--- src/rtl/sr04_pkg.sv ---
// sr04_pkg: shared definitions for the HC-SR04 ranging controller.
//   state_t        - controller state encoding (3 bit)
//   DEF_*          - default timing constants in microsecond ticks
//   US_W           - width of the time-since-trigger counter
package sr04_pkg;

    typedef enum logic [2:0] {
        IDLE   = 3'd0,
        TRIG   = 3'd1,
        WAIT_H = 3'd2,
        MEAS   = 3'd3,
        HOLD   = 3'd4
    } state_t;

    localparam int DEF_TRIG_US    = 11;
    localparam int DEF_US_PER_CM  = 58;
    localparam int DEF_TIMEOUT_US = 30000;
    localparam int DEF_PERIOD_US  = 60000;
    localparam int DEF_CM_W       = 12;

    // Wide enough for a full measurement period of 60000 us.
    localparam int US_W = 17;

endpackage

--- src/rtl/sr04_echo_sync.sv ---
// sr04_echo_sync: brings the asynchronous echo pin into the clk domain and
// produces registered single-cycle rise/fall pulses.
//   clk     - system clock
//   reset_p - asynchronous, active-high reset
//   echo_i  - raw sensor echo pin
//   rise_o  - 1-cycle pulse on a 0->1 transition of the synchronised echo
//   fall_o  - 1-cycle pulse on a 1->0 transition of the synchronised echo
// Pin-to-pulse latency is 3 clk (two synchroniser stages plus the pulse flop).
module sr04_echo_sync (
    input  logic clk,
    input  logic reset_p,
    input  logic echo_i,
    output logic rise_o,
    output logic fall_o
);
    logic [1:0] sync_q;
    logic       level_q;
    logic       rise_q;
    logic       fall_q;

    always_ff @(posedge clk or posedge reset_p) begin
        if (reset_p) begin
            sync_q  <= 2'b00;
            level_q <= 1'b0;
            rise_q  <= 1'b0;
            fall_q  <= 1'b0;
        end else begin
            sync_q  <= {sync_q[0], echo_i};
            level_q <= sync_q[1];
            rise_q  <= sync_q[1] & ~level_q;
            fall_q  <= ~sync_q[1] & level_q;
        end
    end

    assign rise_o = rise_q;
    assign fall_o = fall_q;

endmodule

--- src/rtl/sr04_ranger.sv ---
// sr04_ranger: HC-SR04 ultrasonic ranging controller.
//   clk          - system clock
//   reset_p      - asynchronous, active-high reset
//   clk_usec     - 1-cycle strobe once per microsecond
//   start        - single-shot request, only looked at in IDLE
//   auto_en      - free-running measurement enable
//   echo         - asynchronous sensor echo pin
//   trig         - registered sensor trigger
//   distance_cm  - last valid distance in centimetres
//   valid        - 1-cycle strobe when distance_cm updates
//   timeout_err  - 1-cycle strobe when a measurement times out
//   busy         - high in every state except IDLE
module sr04_ranger
    import sr04_pkg::*;
#(
    parameter int TRIG_US    = DEF_TRIG_US,
    parameter int US_PER_CM  = DEF_US_PER_CM,
    parameter int TIMEOUT_US = DEF_TIMEOUT_US,
    parameter int PERIOD_US  = DEF_PERIOD_US,
    parameter int CM_W       = DEF_CM_W
) (
    input  logic            clk,
    input  logic            reset_p,
    input  logic            clk_usec,
    input  logic            start,
    input  logic            auto_en,
    input  logic            echo,
    output logic            trig,
    output logic [CM_W-1:0] distance_cm,
    output logic            valid,
    output logic            timeout_err,
    output logic            busy
);
    localparam int               SUB_W       = $clog2(US_PER_CM + 1);
    localparam logic [US_W-1:0]  TRIG_LAST   = US_W'(TRIG_US - 1);
    localparam logic [US_W-1:0]  TIMEOUT_LIM = US_W'(TIMEOUT_US);
    localparam logic [US_W-1:0]  PERIOD_LIM  = US_W'(PERIOD_US);
    localparam logic [SUB_W-1:0] SUB_LAST    = SUB_W'(US_PER_CM - 1);
    localparam logic [CM_W-1:0]  CM_MAX      = {CM_W{1'b1}};

    state_t           state_q;
    logic [US_W-1:0]  us_cnt_q;
    logic [US_W-1:0]  us_cnt_d;
    logic [US_W-1:0]  rise_us_q;
    logic [US_W-1:0]  echo_us;
    logic [SUB_W-1:0] sub_cnt_q;
    logic [SUB_W-1:0] sub_cnt_d;
    logic [CM_W-1:0]  cm_acc_q;
    logic [CM_W-1:0]  cm_acc_d;
    logic [CM_W-1:0]  distance_q;
    logic             trig_q;
    logic             valid_q;
    logic             timeout_q;
    logic             echo_rise;
    logic             echo_fall;

    sr04_echo_sync u_echo_sync (
        .clk     (clk),
        .reset_p (reset_p),
        .echo_i  (echo),
        .rise_o  (echo_rise),
        .fall_o  (echo_fall)
    );

    // Time since trigger start, advanced by the usec strobe.
    always_comb begin
        us_cnt_d = us_cnt_q;
        if (clk_usec) begin
            us_cnt_d = us_cnt_q + US_W'(1);
        end
    end

    // Echo width so far; rise_us_q holds the trigger-relative time of the rise.
    assign echo_us = us_cnt_q - rise_us_q;

    // Incremental us -> cm conversion: every US_PER_CM ticks add one cm,
    // holding at the top of the range instead of wrapping.
    always_comb begin
        sub_cnt_d = sub_cnt_q;
        cm_acc_d  = cm_acc_q;
        if (clk_usec) begin
            if (sub_cnt_q == SUB_LAST) begin
                sub_cnt_d = '0;
                if (cm_acc_q != CM_MAX) begin
                    cm_acc_d = cm_acc_q + CM_W'(1);
                end
            end else begin
                sub_cnt_d = sub_cnt_q + SUB_W'(1);
            end
        end
    end

    always_ff @(posedge clk or posedge reset_p) begin
        if (reset_p) begin
            state_q    <= IDLE;
            us_cnt_q   <= '0;
            rise_us_q  <= '0;
            sub_cnt_q  <= '0;
            cm_acc_q   <= '0;
            distance_q <= '0;
            trig_q     <= 1'b0;
            valid_q    <= 1'b0;
            timeout_q  <= 1'b0;
        end else begin
            valid_q   <= 1'b0;
            timeout_q <= 1'b0;
            if (state_q != IDLE) begin
                us_cnt_q <= us_cnt_d;
            end
            case (state_q)
                IDLE: begin
                    if (start || auto_en) begin
                        state_q  <= TRIG;
                        trig_q   <= 1'b1;
                        us_cnt_q <= '0;
                    end
                end
                TRIG: begin
                    // The tick that completes TRIG_US ticks ends the pulse.
                    if (clk_usec && (us_cnt_q == TRIG_LAST)) begin
                        trig_q  <= 1'b0;
                        state_q <= WAIT_H;
                    end
                end
                WAIT_H: begin
                    // Only a real 0->1 edge starts a measurement; a level
                    // already high on entry produced its pulse earlier.
                    if (echo_rise) begin
                        sub_cnt_q <= '0;
                        cm_acc_q  <= '0;
                        rise_us_q <= us_cnt_d;
                        state_q   <= MEAS;
                    end else if (us_cnt_q >= TIMEOUT_LIM) begin
                        timeout_q <= 1'b1;
                        state_q   <= HOLD;
                    end
                end
                MEAS: begin
                    sub_cnt_q <= sub_cnt_d;
                    cm_acc_q  <= cm_acc_d;
                    if (echo_fall) begin
                        // Include any cm step from a tick in this same cycle.
                        distance_q <= cm_acc_d;
                        valid_q    <= 1'b1;
                        state_q    <= HOLD;
                    end else if (echo_us >= TIMEOUT_LIM) begin
                        timeout_q <= 1'b1;
                        state_q   <= HOLD;
                    end
                end
                HOLD: begin
                    if (us_cnt_q >= PERIOD_LIM) begin
                        state_q <= IDLE;
                    end
                end
                default: begin
                    state_q <= IDLE;
                    trig_q  <= 1'b0;
                end
            endcase
        end
    end

    assign trig        = trig_q;
    assign distance_cm = distance_q;
    assign valid       = valid_q;
    assign timeout_err = timeout_q;
    assign busy        = (state_q != IDLE);

endmodule

--- config.mk ---
export PLATFORM = sky130hd
export DESIGN_NAME = sr04_ranger
export DESIGN_NICKNAME = d
export VERILOG_FILES = /design/src/rtl/sr04_pkg.sv /design/src/rtl/sr04_echo_sync.sv /design/src/rtl/sr04_ranger.sv
export SDC_FILE = /design/constraint.sdc
export NUM_CORES = 1
export LEC_CHECK = 0
export BUFFER_PORTS_ARGS = -buffer_cell sky130_fd_sc_hd__clkbuf_2
export CAP_MARGIN = 20
export CORE_ASPECT_RATIO = 1.1
export CORE_MARGIN = 2
export CORE_UTILIZATION = 40
export CTS_BUF_LIST = sky130_fd_sc_hd__clkbuf_16
export DETAILED_ROUTE_END_ITERATION = 10
export GPL_TIMING_DRIVEN = 1
export PLACE_DENSITY_LB_ADDON = 0.05
export SYNTH_ARGS = -nofsm -noshare
export SYNTH_HDL_FRONTEND = slang
export SYNTH_SLANG_ARGS = --single-unit
--- constraint.sdc ---
create_clock -name clk -period 8.4 [get_ports clk]
set_clock_uncertainty 0.2 [all_clocks]
set_input_delay 0.42 -clock clk [delete_from_list [all_inputs] [get_ports clk]]
set_output_delay 0.42 -clock clk [all_outputs]
set_load 0.05 [all_outputs]
==> impl_metrics.toml, run 1 <==
[floorplan]
design.portCount = 22
dieHeight_um = 117
initial_core_util_pct = 40.7
placement_rows = 41
die_width_um = 107
die_area_mm2 = 0.0125
fp.coreArea_mm2 = 0.0114

[logic_synthesis]
synthTopCellsByArea = "sky130_fd_sc_hd__dfrtp_1 (41%), sky130_fd_sc_hd__ha_1 (5.9%), sky130_fd_sc_hd__o21ai_0 (5.5%)"
combinational_family_with_the_most_area_after_synthesis = "compound AO/OA/AOI/OAI gates"
simple_gate_area_share_of_the_yosys_netlist_pct = 20.3
yosys.area.top_type_share_pct = 40.5
synth_compound_gate_area_share_pct = 20.7
synth-edff-count = 0
synthArstFlopShare_pct = 100
synth_top_area_cell = "sky130_fd_sc_hd__dfrtp_1"
adder_and_majority_gate_portion_of_the_synthesized_area_pct = 6.38
synth_xor_xnor_area_share_pct = 6.24
ys.warnings.count = 0
yosys_most_used_dff = "sky130_fd_sc_hd__dfrtp_1"
synthCells = 547
synthesis.area_per_instance_um2 = 8.46
mappedNetlistNets = 576
yosys_register_bits = 75
synth_cell_type_count = 62
post_synth_instance_area_mm2 = 0.00463
ys_seq_area_share_pct = 40.5
synth.mux.area_fraction_pct = 1.11

[finish]
fin_nets = 588
finished_core_util_pct = 45.8
multi_input_area_mm2 = 0.00255
final.fill_count = 1144
flow.area_growth_from_synthesis_pct = 12.8
final_layout_size_suffix_gt1_share_pct = 10.1
area.sequential_mm2 = 0.00188
postLayoutCellArea_mm2 = 0.00522
finish.cell_count_without_fillers = 714
n_antenna_cell = 0

[clock_tree]
worst_skew_pair.late_latency_ns = 0.33
max-clock-path-buffers = 2
cts-htree-levels = 3
cts.clk_slew.worst_paths_ns = 0.06
cts_tree = "yes"
cts_repair_resize_count = 0
cts_sinks = 75
cts-buffers-inserted = 9
clockRootBuffer = "sky130_fd_sc_hd__clkbuf_16"

[placed_design]
preCtsSetupSlack_ns = 4.94
gp_congestion = 0.860
numPlacedInstances = 695
port_buffers = 21
dpl_cell_area_mm2 = 0.00485
hpwl_after_detailed_placement_um = 7860

[global_route]
antenna_found_initial = 0
grt_pass1_vias = 3756
grt_util_all_layers_pct = 19.0
grt_start_max_net_pins = 76
first_pass_grt_wire_length_um = 18700
grt_overflow = 0

[routing]
vias = 3830
wl_per_cell_um = 15.4
detail_route.vias_per_cell = 5.36
drt_pre_antenna_iters = 5
drtAntennaViolNets = 0
initialDrtViolationCount = 202
detail_route.drc_violations = 0
routed_wirelength_um = 11000

[flow_run]
maxCapViolCount = 0

[worst_setup_path]
cp_data_required_time_ns = 8.41
worst-endpoint-arrival_ns = 3.48
cp-start-kind = "register"
worstPathMaxFanout = 5
worst_setup_path_end_kind = "register"
criticalPathCategory = "reg2reg"

[timing]
hold_viol_final = 0
clock.fmax_mhz = 288
timing_worst_slew_pin_value_ns = 0.958
timing.setup.tns_ns = 0
minimum_setup_slack_in_the_final_design_ns = 4.93
holdWs_ns = 0.151
unrepaired_setup_endpoints_after_global_routing = "no"
slew_violations = 0
report.final.setup_viol = 0
slew_headroom_pct = 35.8
period_needed_ns = 3.47
post-route-period-util_pct = 41.3

[run_status]
run_status = "completed"

[worst_hold_path]
hold_path_class = "reg2reg"

[pwr]
power.total_mw = 0.900
cellPowerDensity_mw_per_mm2 = 172
p_leak_nw = 2.28
ir_worst_vdd_uv = 90.5
==> what timing repair did <==
item                                    4_1_cts  5_1_grt
setup buffers                                 0        0
hold buffers                                  1        1
endpoints found under the setup margin        0        0
endpoints found under the hold margin         1       22
==> area by class of cell <==
class | instances | area share [%]
Clock buffer | 9 | 4.31
Clock inverter | 7 | 1.80
Inverter | 28 | 2.04
Timing Repair Buffer | 28 | 3.50
Sequential cell | 75 | 35.9
Multi-Input combinational cell | 417 | 48.8
Tap cell | 150 | 3.59
==> per-layer routing <==
metal | share of wire [%] | vias to the layer above | track usage [%] | wire [um]
li1 | - | 1949 | - | -
met5 | 0 | - | 0 | 0
met2 | 48 | 42 | 31.1 | 5270
met4 | 0.97 | 0 | 7.19 | 106
met3 | 3.1 | 8 | 3.38 | 343
met1 | 48 | 1831 | 25.4 | 5250
==> report_power, final <==
| part | internal [mW] | switching, mW |
|---|---|---|
| clock | 0.259 | 0.152 |
| sequential | 0.374 | 0.0289 |
| combinational | 0.0366 | 0.0482 |
==> path summary, 6_finish.rpt <==
path	start	to	slack, ns	cells after the start
setup reg to reg	us_cnt_q[0]	state_q[0]	4.93	12
hold / removal	u_echo_sync.sync_q[0]	u_echo_sync.sync_q[1]	0.15	0
setup / recovery	us_cnt_q[0]	state_q[0]	4.93	12
min in group asynchronous	reset_p	u_echo_sync.fall_o	0.47	4
hold reg to reg	u_echo_sync.sync_q[0]	u_echo_sync.sync_q[1]	0.15	0
max in group asynchronous	reset_p	rise_us_q[10]	6.96	5
==> critical path, cell delays in order (launching register included) <==
cell	delay, ns
sky130_fd_sc_hd__dfrtp_1	0.41
sky130_fd_sc_hd__inv_1	0.13
sky130_fd_sc_hd__ha_1	0.24
sky130_fd_sc_hd__fa_1	0.37
sky130_fd_sc_hd__nand2b_1	0.19
sky130_fd_sc_hd__a2111o_1	0.41
sky130_fd_sc_hd__nand3_2	0.11
sky130_fd_sc_hd__nor2b_1	0.15
sky130_fd_sc_hd__o31ai_1	0.07
sky130_fd_sc_hd__a211o_1	0.27
sky130_fd_sc_hd__o211a_1	0.28
sky130_fd_sc_hd__a21bo_1	0.22
sky130_fd_sc_hd__o32a_1	0.28
==> logic make-up (layout without fill, tap and decap cells) <==
group / Yosys count / after routing
AND/OR/NAND/NOR: 202 / 202
AO/OA/AOI/OAI: 154 / 154
adder cells (fa/ha/maj): 23 / 23
flip-flops: 75 / 75
XOR/XNOR: 33 / 33
buffers and inverters: 55 / 72
multiplexers: 5 / 5
==> sequential cells by signal (all words and copies together), names as in the netlist <==
signal	flops
sub_cnt_q	6
timeout_err	1
trig	1
us_cnt_q	17
rise_us_q	17
cm_acc_q	12
valid	1
u_echo_sync.level_q	1
u_echo_sync.fall_o	1
u_echo_sync.sync_q	2
u_echo_sync.rise_o	1
state_q	3
distance_cm	12
==> cell usage after synthesis, types with 4 or more instances <==
cell type and count:
sky130_fd_sc_hd__dfrtp_1 75, sky130_fd_sc_hd__and3_1 5, sky130_fd_sc_hd__nor2_1 61, sky130_fd_sc_hd__xor2_1 13
sky130_fd_sc_hd__a31oi_1 8, sky130_fd_sc_hd__nand2_1 66, sky130_fd_sc_hd__nand3_1 13, sky130_fd_sc_hd__nand2b_1 7
sky130_fd_sc_hd__nor2b_1 7, sky130_fd_sc_hd__a21o_1 4, sky130_fd_sc_hd__xnor2_1 20, sky130_fd_sc_hd__o31ai_1 14
sky130_fd_sc_hd__inv_1 28, sky130_fd_sc_hd__ha_1 22, sky130_fd_sc_hd__clkbuf_1 23, sky130_fd_sc_hd__nor3_1 12
sky130_fd_sc_hd__mux2i_1 4, sky130_fd_sc_hd__nand4_1 8, sky130_fd_sc_hd__o21ai_0 51, sky130_fd_sc_hd__nor4_1 4
sky130_fd_sc_hd__a21oi_1 41
==> placed cells by master, fill, tap and decap left out, drive strengths merged, types with 5 or more instances in the layout <==
cell / instances
nand2b: 7
nand4: 8
a21oi: 43
clkbuf: 30
ha: 22
a31oi: 8
nand2: 66
o21ai: 54
and3: 6
nand3: 14
o31ai: 14
inv: 28
nor2: 61
xor2: 13
buf: 5
xnor2: 20
nor3: 13
and2: 5
nor2b: 7
dfrtp: 75
Note: power is estimated with default switching activity, not from simulation.
==> run 2: changes to the inputs <==
--- a/config.mk
+++ b/config.mk
@@ -5,6 +5,7 @@
 export SDC_FILE = /design/constraint.sdc
 export NUM_CORES = 1
 export LEC_CHECK = 0
+export ABC_AREA = 1
 export BUFFER_PORTS_ARGS = -buffer_cell sky130_fd_sc_hd__clkbuf_2
 export CAP_MARGIN = 20
 export CORE_ASPECT_RATIO = 1.1
==> constraint.sdc (replaced) <==
create_clock -name clk -period 3.6 [get_ports clk]
set_clock_uncertainty 0.2 [all_clocks]
set_input_delay 0.18 -clock clk [delete_from_list [all_inputs] [get_ports clk]]
set_output_delay 0.18 -clock clk [all_outputs]
set_load 0.05 [all_outputs]
==> run 2 against run 1 <==
  * Final area grew 3.9%
  * Non-clock buffer count grew 2
  * Register-to-register slack lost 4.1 ns
  * Utilization shrank 0.17 points
  * Total power grew 140%
  * Critical path depth grew 8
  * Setup slack lost 4.1 ns
  * Largest cell class unchanged
==> impl_metrics.toml, run 2 <==
[timing]
report.final.setup_viol = 0
minimum_setup_slack_in_the_final_design_ns = 0.820
slew_violations = 0
slew_headroom_pct = 60.8
period_needed_ns = 2.78
hold_viol_final = 0
timing.setup.tns_ns = 0
clock.fmax_mhz = 360
holdWs_ns = 0.115
post-route-period-util_pct = 77.2
timing_worst_slew_pin_value_ns = 0.586
unrepaired_setup_endpoints_after_global_routing = "no"

[routing]
routed_wirelength_um = 11600
wl_per_cell_um = 13.5
vias = 4208
initialDrtViolationCount = 186
drtAntennaViolNets = 0
detail_route.vias_per_cell = 4.92
detail_route.drc_violations = 0
drt_pre_antenna_iters = 4

[worst_setup_path]
r2r-end = "state_q[1]"
cp-endpoint = "state_q[1]"
timing.reg2reg.worst_path_depth = 20
worst-endpoint-arrival_ns = 2.85
r2r_slack_ns = 0.82
cpPeakStageDelay_ns = 0.40
critPathLaunch = "us_cnt_q[0]"
criticalPathCategory = "reg2reg"
crit-reg2reg-launch = "us_cnt_q[0]"
crit_chain = "inv_2 -> ha_1 -> fa_1 -> inv_1 -> nand3_1 -> nand2_1 -> nand2_1 -> nand2_1 -> nand2_1 -> nand2_1 -> nand2_1 -> nand2_1 -> nand2_2 -> a21oi_2 -> nand2_1 -> nand2_1 -> nand2_2 -> nand2_1 -> nand2_1 -> nand2_1"
cp_common_cell = "sky130_fd_sc_hd__nand2_1"
cp_data_required_time_ns = 3.67
worst_setup_path_end_kind = "register"
crit_slowest_cell = "sky130_fd_sc_hd__dfrtp_1"
cp-start-kind = "register"
worstPathMaxFanout = 5

[logic_synthesis]
yosys.area.top_type_share_pct = 38.9
post_synth_most_frequent_cells = "sky130_fd_sc_hd__nand2_1 (200), sky130_fd_sc_hd__inv_1 (104), sky130_fd_sc_hd__dfrtp_1 (75)"
ys.warnings.count = 0
synthTopCellsByArea = "sky130_fd_sc_hd__dfrtp_1 (39%), sky130_fd_sc_hd__nand2_1 (16%), sky130_fd_sc_hd__inv_1 (8.1%)"
synth_cell_type_count = 41
yosys_register_bits = 75
yosys_most_used_dff = "sky130_fd_sc_hd__dfrtp_1"
synthMostInstantiatedCell = "sky130_fd_sc_hd__nand2_1"
post_synth_instance_area_mm2 = 0.00482
synthArstFlopShare_pct = 100
synthCells = 666
synth-edff-count = 0
ys_seq_area_share_pct = 38.9
synth_top_area_cell = "sky130_fd_sc_hd__dfrtp_1"
mappedNetlistNets = 695
synthesis.area_per_instance_um2 = 7.24

[finish]
biggestRegsByFlops = "rise_us_q x17, us_cnt_q x17"
layout_common_cells = "sky130_fd_sc_hd__nand2_1 (200), sky130_fd_sc_hd__inv_1 (104), sky130_fd_sc_hd__dfrtp_1 (75)"
mostFrequentLayoutCell = "sky130_fd_sc_hd__nand2_1"
flow.area_growth_from_synthesis_pct = 12.5
n_antenna_cell = 0
fin_nets = 727
final_layout_size_suffix_gt1_share_pct = 10.7

[pwr]
power.total_mw = 2.13
cellPowerDensity_mw_per_mm2 = 392
ir_worst_vdd_uv = 258
p_leak_nw = 2.97

[clock_tree]
cts_hold_repair.buffers = 4
cts.clk_slew.worst_paths_ns = 0.06
cts_repair_resize_count = 0
cts-buffers-inserted = 9
cts_sinks = 75
max-clock-path-buffers = 2
worst_skew_pair.late_latency_ns = 0.33
postCtsSetupRepairBufs = 0
clockRootBuffer = "sky130_fd_sc_hd__clkbuf_16"
cts-htree-levels = 3
cts_tree = "yes"

[global_route]
grt_util_all_layers_pct = 19.7
grt_start_max_net_pins = 37
grt_pass1_vias = 4397
grt_overflow = 0
first_pass_grt_wire_length_um = 20300
antenna_found_initial = 0

[worst_hold_path]
hold_path_class = "in2reg"

[floorplan]
die_area_mm2 = 0.0130
dieHeight_um = 119
fp.coreArea_mm2 = 0.0119
design.portCount = 22
die_width_um = 109
placement_rows = 42
initial_core_util_pct = 40.6

[placed_design]
port_buffers = 21
hpwl_after_detailed_placement_um = 8980
gp_congestion = 0.974
preCtsSetupSlack_ns = 0.845

[run_status]
run_status = "completed"

[flow_run]
maxCapViolCount = 0
-- run 2: cell count changes in the layout (fill, tap and decap cells not counted), sizes merged, moves of 8 or more --
cell   before  now
a21oi      43   18
o22ai       3   11
nor2       61   48
xnor2      20    3
inv        28  114
nand3      14   46
a31oi       8    0
o31ai      14    0
nand2      66  206
-- run 2: layout make-up --
cell class / count / area [um^2]
Clock buffer: 9 / 225
Multi-Input combinational cell: 466 / 2470
Fill cell: 1261 / 6450
Timing Repair Buffer: 30 / 195
Inverter: 116 / 439
Sequential cell: 75 / 1880
Tap cell: 154 / 193
Clock inverter: 5 / 23.8
-- run 2: how the worst min path moves through the flow --
| stage | startpoint | to | slack [ns] | cells after the start |
|---|---|---|---|---|
| after floorplan | echo | u_echo_sync.sync_q[0] | 0.01 | 0 |
| after global placement | echo | u_echo_sync.sync_q[0] | 0.09 | 1 |
| after detailed placement | reset_p | sub_cnt_q[2] | 0.009 | 2 |
| after CTS | clk_usec | rise_us_q[0] | 0.10 | 4 |
| after global routing | clk_usec | rise_us_q[0] | 0.14 | 4 |
| final | clk_usec | rise_us_q[0] | 0.11 | 4 |
-- run 2: critical path, delay by kind of cell (launching register included) --
kind                     cells  cell delay [ns]
flip-flops                   1             0.40
buffers and inverters        2             0.19
adder cells (fa/ha/maj)      2             0.59
AND/OR/NAND/NOR             15             1.24
AO/OA/AOI/OAI                1             0.10
-- run 2: through the flow --
stage               instance area (um^2)  util (%)  cells
floorplan                           4820         -    666
global placement                    5120      43.1    836
detailed placement                  5140      43.2    837
CTS                                 5430      45.7    855
global route                        5430      45.7    855
finish                              5430      45.7    855
-- run 2: logic make-up (layout without fill, tap and decap cells) --
group | after synthesis | in the layout | share of synthesized area (%)
AO/OA/AOI/OAI | 85 | 85 | 9.86
XOR/XNOR | 23 | 23 | 4.18
adder cells (fa/ha/maj) | 23 | 23 | 6.12
buffers and inverters | 125 | 160 | 9.83
flip-flops | 75 | 75 | 38.9
AND/OR/NAND/NOR | 335 | 335 | 31.1
-- run 2: routing by layer --
layer  up-vias  wire, um  GRT usage (%)
met5         -         0              0
met2        41      5700           34.1
met4         0       290           7.85
met3        24       193           2.63
li1       2173         -              -
met1      1970      5400           24.5
-- run 2: power by group --
group,switching (mW),internal (mW)
Combinational,0.276,0.133
Sequential,0.0607,0.886
Clock,0.324,0.450
